[src/rtl/man_demod.sv]
// Oversampling Manchester decoder: recovers NRZ bits from a raw Manchester line and
// reports frame lock, timing errors and end-of-frame to the frame parser.
module man_demod #(
   parameter int unsigned OVS   = 8,
   parameter int unsigned CNT_W = 6
) (
   input  logic clk,
   input  logic in_enable,
   input  logic in_data,
   output logic out_data,
   output logic out_valid,
   output logic out_locked,
   output logic out_err,
   output logic out_eof
);

   localparam logic [CNT_W-1:0] CntMax    = CNT_W'(5 * OVS / 2 + 1);
   localparam logic [CNT_W-1:0] GlitchLim = CNT_W'(OVS / 2);
   localparam logic [CNT_W-1:0] ShortLim  = CNT_W'(3 * OVS / 2);
   localparam logic [CNT_W-1:0] LongMax   = CNT_W'(5 * OVS / 2);

   typedef enum logic [1:0] {StHunt, StMid, StBnd} state_e;

   state_e           state_q, state_d;
   logic             s1_q, s2_q, s3_q;
   logic [CNT_W-1:0] cnt_q;
   logic             line_edge, line_rise;
   logic             is_glitch, is_short, is_long, timeout;
   logic             valid_d, err_d, eof_d, data_d;

   assign line_edge = s2_q ^ s3_q;
   assign line_rise = s2_q & ~s3_q;

   // cnt_q holds the number of clk cycles since the previous line edge
   assign is_glitch = (cnt_q < GlitchLim);
   assign is_short  = (cnt_q >= GlitchLim) && (cnt_q < ShortLim);
   assign is_long   = (cnt_q >= ShortLim) && (cnt_q <= LongMax);
   assign timeout   = (cnt_q == CntMax);

   always_ff @(posedge clk or negedge in_enable) begin
      if (!in_enable) begin
         s1_q  <= 1'b0;
         s2_q  <= 1'b0;
         s3_q  <= 1'b0;
         cnt_q <= '0;
      end else begin
         s1_q <= in_data;
         s2_q <= s1_q;
         s3_q <= s2_q;
         if (line_edge) begin
            cnt_q <= CNT_W'(1);
         end else if (cnt_q != CntMax) begin
            cnt_q <= cnt_q + CNT_W'(1);
         end
      end
   end

   always_ff @(posedge clk or negedge in_enable) begin
      if (!in_enable) begin
         state_q <= StHunt;
      end else begin
         state_q <= state_d;
      end
   end

   always_comb begin
      state_d = state_q;
      unique case (state_q)
         StHunt: begin
            if (line_edge && is_long) state_d = StMid;
         end
         StMid: begin
            if (timeout) begin
               state_d = StHunt;
            end else if (line_edge) begin
               if (is_short)     state_d = StBnd;
               else if (is_long) state_d = StMid;
               else              state_d = StHunt;
            end
         end
         StBnd: begin
            if (timeout) begin
               state_d = StHunt;
            end else if (line_edge) begin
               if (is_short) state_d = StMid;
               else          state_d = StHunt;
            end
         end
         default: state_d = StHunt;
      endcase
   end

   always_comb begin
      valid_d = 1'b0;
      err_d   = 1'b0;
      eof_d   = 1'b0;
      unique case (state_q)
         StHunt: begin
            if (line_edge && is_long) valid_d = 1'b1;
         end
         StMid: begin
            if (timeout) begin
               eof_d = 1'b1;
            end else if (line_edge) begin
               if (is_long)        valid_d = 1'b1;
               else if (is_glitch) err_d   = 1'b1;
            end
         end
         StBnd: begin
            if (timeout) begin
               eof_d = 1'b1;
            end else if (line_edge) begin
               if (is_short) valid_d = 1'b1;
               else          err_d   = 1'b1;
            end
         end
         default: ;
      endcase
      // falling mid-bit edge decodes as 1
      data_d = valid_d ? ~line_rise : out_data;
   end

   always_ff @(posedge clk or negedge in_enable) begin
      if (!in_enable) begin
         out_data   <= 1'b0;
         out_valid  <= 1'b0;
         out_locked <= 1'b0;
         out_err    <= 1'b0;
         out_eof    <= 1'b0;
      end else begin
         out_data   <= data_d;
         out_valid  <= valid_d;
         out_locked <= (state_d != StHunt);
         out_err    <= err_d;
         out_eof    <= eof_d;
      end
   end

endmodule

[config.mk]
export PLATFORM = sky130hd
export DESIGN_NAME = man_demod
export DESIGN_NICKNAME = d
export VERILOG_FILES = /design/src/rtl/man_demod.sv
export SDC_FILE = /design/constraint.sdc
export NUM_CORES = 1
export LEC_CHECK = 0
export ABC_AREA = 1
export BUFFER_PORTS_ARGS = -buffer_cell sky130_fd_sc_hd__buf_2
export CAP_MARGIN = 5
export CORE_AREA = 2 2 81 44
export DETAILED_ROUTE_END_ITERATION = 10
export DIE_AREA = 0 0 83 46
export GPL_ROUTABILITY_DRIVEN = 0
export PLACE_DENSITY = 0.42
export SKIP_LAST_GASP = 1
export SYNTH_ARGS = -nofsm -noshare
export SYNTH_HDL_FRONTEND = slang
export SYNTH_SLANG_ARGS = --single-unit
[constraint.sdc]
create_clock -name clk -period 2.04 [get_ports clk]
set_input_delay 0.408 -clock clk [delete_from_list [all_inputs] [get_ports clk]]
set_output_delay 0.408 -clock clk [all_outputs]
set_load 0.01 [all_outputs]
After elaboration in Yosys (flattened, before gate mapping)
Index checks and enable logic that the tools add are counted.
{"block": "totals", "ff_bits": 16, "output_inout_bits": 5, "wordCells": 60}
{"block": "classes", "muxes": 29, "eq_ne": 4, "n_addsub": 1, "reduce_logical": 7, "magnitude_cmp": 5, "bitwise_logic": 4}
{"cell": "2-to-1 mux 1 bit", "n": 18}
{"cell": "2-to-1 mux 2 bit", "n": 6}
{"cell": "2-to-1 mux 6 bit", "n": 2}
{"cell": "adder 6 x 1 -> 6 bit (second input constant)", "n": 1}
{"cell": "equality test 6 x 5 -> 1 bit (second input constant)", "n": 1}
{"cell": ">= comparator 6 x 3 -> 1 bit (second input constant)", "n": 1}
{"cell": ">= comparator 6 x 4 -> 1 bit (second input constant)", "n": 1}
{"cell": "less-or-equal comparator 6 x 5 -> 1 bit (second input constant)", "n": 1}
{"cell": "less-than comparator 6 x 3 -> 1 bit (second input constant)", "n": 1}
{"cell": "less-than comparator 6 x 4 -> 1 bit (second input constant)", "n": 1}
{"cell": "!= test 6 x 5 -> 1 bit (second input constant)", "n": 1}
{"cell": "case mux 2 bit (3 select lines)", "n": 1}
{"cell": "nonzero test 2 bit", "n": 2}
{"cell": "logical AND 1 bit", "n": 3}
{"cell": "case mux 1 bit (3 select lines)", "n": 1}
{"cell": "equality test 2 x 1 -> 1 bit (second input constant)", "n": 1}
{"cell": "equality test 2 bit (second input constant)", "n": 1}
{"cell": "zero test 2 bit", "n": 1}
{"cell": "NOT 1 bit", "n": 2}
{"cell": "case mux 1 bit (2 select lines)", "n": 1}
{"cell": "OR reduction 2 bit", "n": 1}
{"cell": "AND 1 bit", "n": 1}
{"cell": "XOR 1 bit", "n": 1}

Depth between registers and ports, before layout
{"block": "depth", "word_depth": 8, "mapped_depth": 12, "ltp_nobuf": 12}

Least setup slack after synthesis
Ideal clock, no wire load.
{"block": "synth_timing", "kind": "register to register", "startpoint": "register s2_q", "endpoint": "register out_locked", "stages_incl_launch_ff": 11, "t_arrival_ns": 1.346, "n_path_buf": 1, "setup_ns": 0.065, "slack_ns": 0.629, "period_less_slack_ns": 1.411, "cell_sequence": "dfrtp_1 -> ha_1 -> buf_4 -> clkinv_1 -> o21ai_2 -> nand2_1 -> nand2_1 -> nand2_1 -> nand2_1 -> nand2_1 -> nand2_1"}
{"block": "synth_between", "elab_chain_len": 5}
{"element": "from (decl)", "line_no": "25", "source": "logic s1_q, s2_q, s3_q;"}
{"element": "from (signal assigned)", "line_no": "48", "source": "s2_q <= s1_q;"}
{"element": "XOR 1 bit (*)", "line_no": "31", "source": "assign line_edge = s2_q ^ s3_q;"}
{"element": "2-to-1 mux 2 bit (tied with other cells)", "line_no": "84", "source": "end else if (line_edge) begin"}
{"element": "2-to-1 mux 2 bit (on tied branches)", "line_no": "82, 70, 73"}
{"element": "case mux 2 bit (3 select lines) (*)", "line_no": "68", "source": "unique case (state_q)"}
{"element": "nonzero test 2 bit (*)", "line_no": "133", "source": "out_locked <= (state_d != StHunt);"}
{"element": "to (signal assigned)", "line_no": "133"}
{"element": "to (decl)", "line_no": "12", "source": "output logic out_locked,"}
Every way passes the cells marked *; elsewhere a longest branch is shown, timed or not.
A chain may end at the register's enable or synchronous reset.

Final worst setup path
{"block": "layout_timing", "startpoint": "register s2_q", "endpoint": "register state_q[0]"}
{"block": "layout_between", "elab_chain_len": 4}
{"element": "XOR 1 bit (*)", "line_no": "31"}
{"element": "2-to-1 mux 2 bit (tied with other cells)", "line_no": "84"}
{"element": "2-to-1 mux 2 bit (on tied branches)", "line_no": "82, 70, 73"}
{"element": "case mux 2 bit (3 select lines) (*)", "line_no": "68"}
{"element": "net state_d[0]", "line_no": "24", "source": "state_e state_q, state_d;"}
{"element": "to (signal assigned)", "line_no": "60", "source": "state_q <= StHunt;"}
{"element": "to (signal assigned)", "line_no": "62", "source": "state_q <= state_d;"}
{"element": "to (decl)", "line_no": "24"}
The timed path passes the listed nets; every way through them passes the cells marked *.

==> impl_results.rst <==
.. list-table::
   :header-rows: 1

   * - Metric
     - Value
   * - Outcome
     - finished clean
   * - Sequential share of the synthesized area
     - 0.4501
   * - Later-pin clock latency in the skew report
     - 0.25 ns
   * - Gates resized, CTS repair
     - 0
   * - Number of iterations in the first detailed-routing pass
     - 4
   * - Starting utilization of the core area
     - 0.2772
   * - Static Leakage
     - 0.5167 nW
   * - Highest attainable clock frequency
     - 0.5719 GHz
   * - Share of cells above drive strength 1
     - 0.1636
   * - Number of levels in the clock H-tree
     - 1
   * - Cell at the root of the clock tree
     - clkbuf_8
   * - Antenna-violating nets left
     - 0
   * - Number of placement rows
     - 15
   * - Max-slew violation total from the final report
     - 0
   * - Count of port buffers added during placement
     - 7
   * - Number of diodes added for antenna fixing
     - 0
   * - Met2 wire length
     - between 500 and 600 µm
   * - Portion of netlist area occupied by mux cells
     - 0
   * - Count of max-cap constraint violations
     - 0
   * - Main combinational cell family by area after synthesis
     - simple AND/OR/NAND/NOR gates
   * - Fraction of the mapped netlist area in simple logic gates
     - 0.2700
   * - Biggest fanout along the worst timing path
     - 9
   * - Routed length on met1
     - between 1000 and 1500 µm
   * - Count of clock tree sinks
     - 16
   * - Top routing layer used
     - met4
   * - Drt via density
     - about 4.3
   * - Master of the slowest instance on the critical path
     - ha_1
   * - Adder-cell share of the synthesized area
     - 0.1125
   * - Worst reg2reg path startpoint
     - s2_q
   * - Worst-case reg-to-reg path depth
     - 9
   * - Longest Clk Path Bufs
     - 2
   * - Global-route wire length before repair
     - about 2900 µm
   * - Wirelength per Cell
     - 11.78 µm
   * - Critical Path Sink Type
     - register
   * - Final critical-path required period
     - around 1.7 ns
   * - Placeable core region
     - 3209 µm²
   * - Critical register-to-register path endpoint
     - state_q[0]
   * - Width of the die
     - around 83 µm
   * - Termination of the worst setup path
     - state_q[0]
   * - Kind of launch point of the worst setup path
     - register
   * - Mapped Area
     - 889.6 µm²
   * - Compound-Gate Fraction of Synth Area
     - 0.07314
   * - Minimum setup slack after placement
     - 0.3361 ns
   * - Mean Syn Cell Area
     - 8.637 µm²
   * - DR DRC count
     - 0
   * - Transition time at the pin with the least slew margin
     - ~0.37 ns
   * - Die Footprint
     - between 3000 and 4000 µm²
   * - RSZ-0062 raised after global routing
     - false
   * - Final cycle utilization of the critical path
     - 0.8571
   * - Placed Instances
     - 149
   * - Leading cell types in the layout, fill and taps excluded
     - nand2_1 (21), dfrtp_1 (16), inv_1 (13), nor2_1 (8), ha_1 (8)
   * - Clock transition at path regs
     - 0.06 ns
   * - Die height
     - roughly 46 µm
   * - Setup slack on the worst flop-to-flop path
     - roughly 0.3 ns
   * - Final Hold Fails
     - 0
   * - Placed wire-length estimate after detailed placement
     - 1370 µm
   * - Most common library cell in the layout ignoring fill and taps
     - nand2_1
   * - Ys Warns
     - 0
   * - Area growth from synthesis to final layout
     - 11.95%
   * - Number of buffers inserted during clock tree synthesis
     - 3
   * - Post-Syn Nets
     - ~110
   * - Metal3 WL
     - ~130 µm
   * - Slew Limit Headroom
     - 0.7511
   * - Critical Path Max Stage Delay
     - approximately 0.45 ns
   * - Grt ovf
     - 0
   * - Launch point of the critical path
     - s2_q
   * - Number of standard cells after synthesis
     - a little over 100
   * - Number of setup violations in the final report
     - 0
   * - Cell variety after synth
     - 22
   * - WP data required
     - ~2.2 ns
   * - Setup CP Type
     - reg -> reg
   * - Maximum resistive drop on vdd
     - 0.3211 mV
   * - Starting DRT DRC Count
     - just under 70
   * - Count of pins on the block boundary
     - 8
   * - TritonCTS clock tree
     - built
   * - Total negative slack
     - 0 ns
   * - Post-CTS setup repair buffer count
     - 0
   * - Number of antenna violations at the first check in global routing
     - 0
   * - XOR/XNOR Fraction of Synth Area
     - 0.009845
   * - Overall routed net length
     - ~1800 µm
   * - Top cell by count, worst path
     - nand2_1
   * - Power density relative to cell area
     - between 900 and 1000 nW/µm²
   * - Clk_skew
     - 0.003473 ns
   * - Number of global-route vias before repair
     - about 540
   * - NumNets Final
     - 123
   * - Setup slack after layout
     - slightly below 0.3 ns
   * - Largest net degree at the start of global routing
     - 17
   * - Fill count
     - about 340
   * - Hold crit path type
     - in -> async
   * - Aggregate global-route resource usage
     - 0.1037
   * - Hold buffer count at cts
     - 0
   * - Critical path cell sequence
     - ha_1, clkinv_1, o21ai_2, nand2_1, nand2_1, nand2_1, nand2_1, nand2_1, inv_1
   * - Via count
     - around 650
   * - Synthesis-stage register bit count
     - 16
   * - Crit path arrival time
     - 1.94 ns
   * - Final Instance Count excl. Fillers
     - 152
## metal layers
layer / track usage / up-vias
li1: - / 344
met1: 0.1777 / 280
met2: 0.1032 / 21
met3: 0.03804 / 2
met4: 0.02951 / 0
met5: 0 / -
## final cells by class
| type | count | area, µm² | share of cell area |
|---|---|---|---|
| inverter | 14 | 52.55 | 0.05276 |
| sequential | 16 | 400.4 | 0.4020 |
| timing repair buffer | 7 | 35.03 | 0.03518 |
| multi-input combinational | 70 | 414.1 | 0.4158 |
| tap | 42 | 52.55 | 0.05276 |
| clock buffer | 3 | 41.29 | 0.04146 |
## flip-flops by register name (all words and copies together) (netlist names)
| signal | flops |
|---|---|
| out_locked | 1 |
| s1_q | 1 |
| s3_q | 1 |
| out_err | 1 |
| out_valid | 1 |
| cnt_q | 6 |
| out_data | 1 |
| s2_q | 1 |
| state_q | 2 |
| out_eof | 1 |
## where the power goes
part | leakage [nW] | internal [W] | switching [W]
registers | 0.207 | 0.000374 | 0.0000474
logic | 0.288 | 0.000119 | 0.000202
clock network | 0.0216 | 0.000131 | 0.000105
total | 0.517 | 0.000624 | 0.000354
## metrics by stage
| stage | hold slack (ns) | total power [W] | utilization | cell area (µm²) |
|---|---|---|---|---|
| 3_5_place_dp | 0.3362 | 0.0007441 | 0.2975 | 954.7 |
| 3_3_place_gp | 0.3334 | 0.0007585 | 0.2975 | 954.7 |
| 5_1_grt | 0.09586 | 0.001064 | 0.3103 | 996.0 |
| 4_1_cts | 0.08095 | 0.0009875 | 0.3103 | 996.0 |
| 2_1_floorplan | 0.1124 | 0.0006533 | - | 889.6 |
| 6_report | 0.06832 | 0.0009781 | 0.3103 | 996.0 |
## logic make-up after synthesis
kind of cell             Yosys count
AND/OR/NAND/NOR                   49
flip-flops                        16
AO/OA/AOI/OAI                     12
XOR/XNOR                           1
buffers and inverters             17
adder cells (fa/ha/maj)            8
## cells in the mapped netlist
master,number,area (µm²)
nand2_1,21,78.83
dfrtp_1,16,400.4
inv_1,13,48.80
ha_1,8,100.1
nor2_1,8,30.03
nand3_1,7,35.03
a21oi_1,6,30.03
nand4_1,4,25.02
o21ai_0,4,20.02
buf_4,3,22.52
nand2_2,2,12.51
a31oi_1,1,6.260
clkinv_1,1,3.750
nand3_2,1,10.01
nand3b_1,1,7.510
nand4_2,1,12.51
nor2_2,1,6.260
nor2_4,1,11.26
nor3_1,1,5.000
o21ai_2,1,8.760
or2_2,1,6.260
xnor2_1,1,8.760
## how the worst min path moves through the flow
stage	start	endpoint	slack (ns)	depth (start not counted)
6_report	in_enable	cnt_q[1]	0.07	1
5_1_grt	in_enable	cnt_q[1]	0.1	1
4_1_cts	in_enable	cnt_q[1]	0.08	1
3_5_place_dp	s1_q	s2_q	0.34	0
3_3_place_gp	s1_q	s2_q	0.33	0
2_1_floorplan	in_enable	cnt_q[0]	0.11	0
## critical path, delay by kind of cell (launching register included)
family	cells	cell delay, ns
AO/OA/AOI/OAI	1	0.18
flip-flops	1	0.38
adder cells (fa/ha/maj)	1	0.45
buffers and inverters	2	0.37
AND/OR/NAND/NOR	5	0.31
No activity file was read; power rests on OpenSTA's default activity.
